===== src/rtl/i2c_poll_sampler.sv =====
// Periodic I2C poll controller and sample conditioner with a transaction watchdog.
// Define I2C_SAMPLE_AVG_EN to block-average 2^AVG_LOG2 captures per output sample.
module i2c_poll_sampler #(
  parameter int POLL_PERIOD    = 500000,
  parameter int TIMEOUT_CYCLES = 100000,
  parameter int AVG_LOG2       = 2
) (
  input  logic        clk,
  input  logic        reset,
  input  logic        run,
  input  logic        i2c_busy,
  input  logic [15:0] i2c_data,
  output logic        i2c_enable,
  output logic [15:0] sample,
  output logic        sample_valid,
  output logic [7:0]  error_count
);

  localparam int PW = $clog2(POLL_PERIOD);
  localparam int TW = $clog2(TIMEOUT_CYCLES);
  localparam logic [PW-1:0] PERIOD_LOAD  = PW'(POLL_PERIOD - 1);
  localparam logic [TW-1:0] TIMEOUT_LAST = TW'(TIMEOUT_CYCLES - 1);

  typedef enum logic [2:0] {
    S_IDLE,
    S_REQUEST,
    S_WAIT_DONE,
    S_CAPTURE,
    S_HOLD
  } state_e;

  state_e        state_q, state_d;
  logic [PW-1:0] period_q, period_d;
  logic [TW-1:0] timeout_q, timeout_d;
  logic          enable_q, enable_d;
  logic [15:0]   data_q, data_d;
  logic [15:0]   sample_q, sample_d;
  logic          valid_q, valid_d;
  logic [7:0]    err_q, err_d;

  logic          abort;
  logic          cap_valid;
  logic [15:0]   cap_value;

  assign abort = ((state_q == S_REQUEST) || (state_q == S_WAIT_DONE)) &&
                 (timeout_q == TIMEOUT_LAST);

`ifdef I2C_SAMPLE_AVG_EN
  localparam int AW = 16 + AVG_LOG2;
  localparam int CW = AVG_LOG2 + 1;
  localparam logic [CW-1:0] CNT_LAST = CW'((1 << AVG_LOG2) - 1);

  logic [AW-1:0] acc_q, acc_d, acc_sum;
  logic [CW-1:0] cnt_q, cnt_d;

  // Partial sums are discarded on a watchdog abort or while parked with run low.
  always_comb begin
    acc_d     = acc_q;
    cnt_d     = cnt_q;
    cap_valid = 1'b0;
    acc_sum   = acc_q + AW'(data_q);
    cap_value = 16'(acc_sum >> AVG_LOG2);
    if (abort || ((state_q == S_IDLE) && !run)) begin
      acc_d = '0;
      cnt_d = '0;
    end else if (state_q == S_CAPTURE) begin
      if (cnt_q == CNT_LAST) begin
        cap_valid = 1'b1;
        acc_d     = '0;
        cnt_d     = '0;
      end else begin
        acc_d = acc_sum;
        cnt_d = cnt_q + 1'b1;
      end
    end
  end

  always_ff @(posedge clk) begin
    if (reset) begin
      acc_q <= '0;
      cnt_q <= '0;
    end else begin
      acc_q <= acc_d;
      cnt_q <= cnt_d;
    end
  end
`else
  assign cap_valid = 1'b1;
  assign cap_value = data_q;
`endif

  // NOTE: every output of this block gets a default first so no path can infer a latch.
  always_comb begin
    state_d   = state_q;
    period_d  = period_q;
    timeout_d = timeout_q;
    data_d    = data_q;
    sample_d  = sample_q;
    valid_d   = 1'b0;
    err_d     = err_q;

    if ((state_q != S_IDLE) && (period_q != '0)) begin
      period_d = period_q - 1'b1;
    end

    unique case (state_q)
      S_IDLE: begin
        if (run) begin
          state_d   = S_REQUEST;
          period_d  = PERIOD_LOAD;
          timeout_d = '0;
        end
      end
      S_REQUEST, S_WAIT_DONE: begin
        if (abort) begin
          state_d = S_HOLD;
          if (err_q != 8'hFF) begin
            err_d = err_q + 1'b1;
          end
        end else begin
          timeout_d = timeout_q + 1'b1;
          if ((state_q == S_REQUEST) && i2c_busy) begin
            state_d = S_WAIT_DONE;
          end else if ((state_q == S_WAIT_DONE) && !i2c_busy) begin
            state_d = S_CAPTURE;
            data_d  = i2c_data;
          end
        end
      end
      S_CAPTURE: begin
        state_d = S_HOLD;
        if (cap_valid) begin
          sample_d = cap_value;
          valid_d  = 1'b1;
        end
      end
      S_HOLD: begin
        if (period_q == '0) begin
          if (run) begin
            state_d   = S_REQUEST;
            period_d  = PERIOD_LOAD;
            timeout_d = '0;
          end else begin
            state_d = S_IDLE;
          end
        end
      end
      default: state_d = S_IDLE;
    endcase

    // Enable is a registered copy of "in REQUEST", so an abort drops it on the same edge.
    enable_d = (state_d == S_REQUEST);
  end

  // NOTE: sequential state uses non-blocking assignments so all registers update together.
  always_ff @(posedge clk) begin
    if (reset) begin
      state_q   <= S_IDLE;
      period_q  <= '0;
      timeout_q <= '0;
      enable_q  <= 1'b0;
      data_q    <= '0;
      sample_q  <= '0;
      valid_q   <= 1'b0;
      err_q     <= '0;
    end else begin
      state_q   <= state_d;
      period_q  <= period_d;
      timeout_q <= timeout_d;
      enable_q  <= enable_d;
      data_q    <= data_d;
      sample_q  <= sample_d;
      valid_q   <= valid_d;
      err_q     <= err_d;
    end
  end

  assign i2c_enable   = enable_q;
  assign sample       = sample_q;
  assign sample_valid = valid_q;
  assign error_count  = err_q;

endmodule


===== config.mk =====
export PLATFORM = sky130hd
export DESIGN_NAME = i2c_poll_sampler
export DESIGN_NICKNAME = d
export VERILOG_FILES = /design/src/rtl/i2c_poll_sampler.sv
export SDC_FILE = /design/constraint.sdc
export NUM_CORES = 1
export LEC_CHECK = 0
export BUFFER_PORTS_ARGS = -buffer_cell sky130_fd_sc_hd__buf_4
export CAP_MARGIN = 20
export CORE_AREA = 5 5 100 102
export CTS_CLUSTER_DIAMETER = 60
export DETAILED_ROUTE_END_ITERATION = 8
export DIE_AREA = 0 0 105 107
export GPL_TIMING_DRIVEN = 0
export HOLD_SLACK_MARGIN = 0.02
export PLACE_DENSITY_LB_ADDON = 0.08
export SLEW_MARGIN = 20
export SYNTH_ARGS = -nofsm -noshare
export SYNTH_HDL_FRONTEND = slang
export SYNTH_SLANG_ARGS = --single-unit

===== constraint.sdc =====
create_clock -name clk -period 2.2 [get_ports clk]
set_input_delay 0.11 -clock clk [delete_from_list [all_inputs] [get_ports clk]]
set_output_delay 0.11 -clock clk [all_outputs]
set_load 0.02 [all_outputs]

==> flow_summary_export.csv <==
group,metric,value,unit
outcome,status,"finished, violations left",
outcome,violations,"negative setup slack",
setup_path,r2r_start,"period_q[1]",
routing,drtPass1Iterations,4,
routing,vias_per_cell,5.475,
power,ir_drop,374.6,µV
power,p_sw_share,31.00,%
grt,grt_max_degree,16,
synthesis,muxShareOfSynthArea,4.920,%
synthesis,synth_ff_type,"dfxtp_1",
setup_path,ff2ff_path_depth,8,
clock_tree,cts.clk_slew.worst_paths,0.09,ns
routing,wl_per_cell,14.96,µm
synthesis,synthSimpleGateAreaFrac,27.43,%
grt,first_global_vias,3192,
synthesis,ys_top_cells_by_area,"dfxtp_1 44%, a21oi_1 6.4%, mux2i_1 4.9%",
die,boundaryPins,46,
synthesis,synth-adder-area-share,1.367,%
timing,hold_viol,0,
synthesis,async_reset_ff_share,0,%
placement,portBuffers,45,
timing,slew_violations,0,
synthesis,synth_compound_area_share,15.48,%
hold_path,hold_start,"reset",
timing,min_period_over_period,112.2,%
power,switching_power,1.111,mW
setup_path,end_kind,"flop",
setup_path,worstReg2RegEnd,"timeout_q[8]",
cells_and_area,diodes,0,
hold_path,hold_depth,3,
grt,antenna_found_initial,0,
timing,skew,0.01018,ns
grt,grt_pass1_wl,15820,µm
clock_tree,cts_max_level,3,
grt,met2_usage,27.07,%
grt,track_usage,16.98,%
placement,dp.cells,588,
synthesis,synth_common_cells,"81 x dfxtp_1, 47 x a21oi_1, 47 x nand2_1, 45 x nor2_1, 19 x clkbuf_1",
cells_and_area,fin_cells,642,
placement,dp_hpwl,6489,µm
setup_path,cp-start-kind,"flop",
routing,ant_nets,0,
setup_path,criticalPathCategory,"reg2reg",
flow_run,maxCapViolations,0,
routing,vias,3515,
grt,gr-usage-met3,4.997,%
power,seq_power_share,43.9,%
routing,drc,0,
cells_and_area,layout.nets,550,
grt,grt_overflow_total,0,
power,pwr-share-comb,24.5,%
hold_path,hold_end,"timeout_q[5]",
setup_path,crit_fanout,4,
die,die_y,107,µm
timing,slew_headroom,43.46,%
synthesis,synth_cells,432,
timing,fmax,405.3,MHz
synthesis,yosys_warnings,0,
grt,gr-max-usage-layer,"met2",
synthesis,syn_area,3662,µm²
cells_and_area,synthToLayoutAreaGrowth,34.88,%
synthesis,seq_area_frac_synth,44.28,%
clock_tree,tritoncts,"done",
setup_path,crit_start,"period_q[1]",
power,clkPwrFrac,31.6,%
timing,rsz0062_at_grt,"true",
synthesis,syn_nets,456,
setup_path,arrival,2.75,ns
synthesis,synth-seq-cells,81,
routing,drt-initial-drc-count,151,
placement,place_area,4148,µm²
cells_and_area,utilization,54.76,%
synthesis,yosysMostFrequentCell,"dfxtp_1",
synthesis,yosys.area.top_type,"dfxtp_1",
synthesis,synth_top_family_by_area,"simple AND/OR/NAND/NOR gates",
timing,setup_violations,26,
power,p_int,2.473,mW
placement,post-place-ws,-0.3756,ns
synthesis,synth_xor_area_share,3.587,%
die,start_util,40.60,%
power,power,3.584,mW
power,p_per_area,725.5,nW/µm²
timing,layout_min_cycle_time,2.467,ns
setup_path,cp_data_required_time,2.48,ns
synthesis,yosysTopAreaCellShare,44.28,%
clock_tree,numCtsBuffers,9,
die,fp.dieW,105,µm
timing,fin_hold_ws,0.03787,ns
die,dieArea,11240,µm²
clock_tree,cts_max_path_buffers,2,
timing,tightest_slew,0.8409,ns
setup_path,reg2reg_slack,-0.27,ns
timing,fin_ws,-0.2675,ns
clock_tree,clock_latency,0.35,ns
clock_tree,clock_sinks,81,
die,rows,35,
synthesis,ys_types,40,
synthesis,synth-edff-count,0,
cells_and_area,drive_gt1_share,26.74,%
routing,wl,9602,µm
die,core_area,9021,µm²
cells_and_area,final_cell_area,4940,µm²
synthesis,avgSynthCellArea,8.477,µm²
clock_tree,root_buffer,"clkbuf_8",
placement,gp_congestion,0.8598,
timing,fin_setup_tns,-4.209,ns
hold_path,hold_class,"in2reg",
grt,grtUsageMet1,22.48,%
power,power.leakage,1.894,nW
==> worst max-delay path by stage <==
stage	end	slack (ns)	cells past startpoint
after floorplan	timeout_q[11]	-0.18	7
after global placement	timeout_q[8]	-0.35	8
after detailed placement	timeout_q[8]	-0.38	8
after CTS	timeout_q[6]	-0.26	7
after global routing	timeout_q[8]	-0.32	8
final	timeout_q[8]	-0.27	8
==> placed cells by master, fill, tap and decap left out, types with 7 or more instances in the layout <==
cell type | synthesis | final
dfxtp_1 | 81 | 77
buf_4 | 0 | 64
nand2_1 | 47 | 46
nor2_1 | 45 | 43
a21oi_1 | 47 | 40
mux2i_1 | 18 | 18
dlygate4sd3_1 | 0 | 16
or3_1 | 15 | 13
nand3_1 | 12 | 12
or4_1 | 15 | 11
o31ai_1 | 15 | 11
o21ai_0 | 13 | 11
clkbuf_1 | 19 | 10
xnor2_1 | 10 | 10
nor3_1 | 10 | 9
nand4_1 | 9 | 9
clkbuf_8 | 0 | 9
a21oi_2 | 0 | 7
buf_6 | 1 | 7
a31oi_1 | 8 | 7
==> registers in the layout, indices dropped and copies added, names as in the netlist <==
register / cells
sample: 16
cap_value: 16
i2c_enable: 1
error_count: 8
period_q: 19
state_q: 3
sample_valid: 1
timeout_q: 17
==> metal layers <==
layer / vias to the layer above / wire length (µm)
met5: - / 0
met4: 0 / 64
met3: 6 / 464
met2: 66 / 4462
met1: 1674 / 4611
li1: 1769 / -
==> layout make-up <==
| cell class | instances | area, µm² |
|---|---|---|
| flip-flops and latches | 81 | 1627 |
| fillers | 842 | 4081 |
| clock inverters | 7 | 76.32 |
| multi-input cells | 325 | 2120 |
| plain buffers | 21 | 142.6 |
| inverters | 4 | 15.01 |
| repair buffers | 84 | 696.9 |
| clock buffers | 9 | 123.9 |
| well taps | 111 | 138.9 |
==> critical path: stages, from the launching register on <==
cell and delay (ns):
dfxtp_2 0.34, inv_2 0.08, ha_4 0.13, or3b_4 0.39
o31a_1 0.28, or3_4 0.40, buf_6 0.15, or4_1 0.49
a21oi_1 0.14
==> cells by family (layout without fill, tap and decap cells) <==
family                   count (synthesis)  count (layout)
AND/OR/NAND/NOR                        192             192
AO/OA/AOI/OAI                           96              96
flip-flops                              81              81
buffers and inverters                   26             125
multiplexers                            18              18
XOR/XNOR                                15              15
adder cells (fa/ha/maj)                  4               4
==> power by group through the flow <==
stage	registers [mW]	logic (mW)	clock network, mW
floorplan	1.60	0.396	0
CTS	1.57	0.702	1.16
finish	1.57	0.878	1.13
global route	1.58	0.949	1.23
detailed placement	1.60	0.554	0
global placement	1.60	0.549	0
==> repair_timing <==
| action | in CTS | in global routing |
|---|---|---|
| gates cloned | 2 | 0 |
| hold buffers | 16 | 0 |
| pin swaps | 26 | 22 |
| hold endpoints to repair | 16 | 0 |
| endpoints found under the setup margin | 45 | 60 |
| gates resized for setup | 28 | 52 |
| setup buffers | 6 | 15 |
Power figures use the tool's default switching activity.
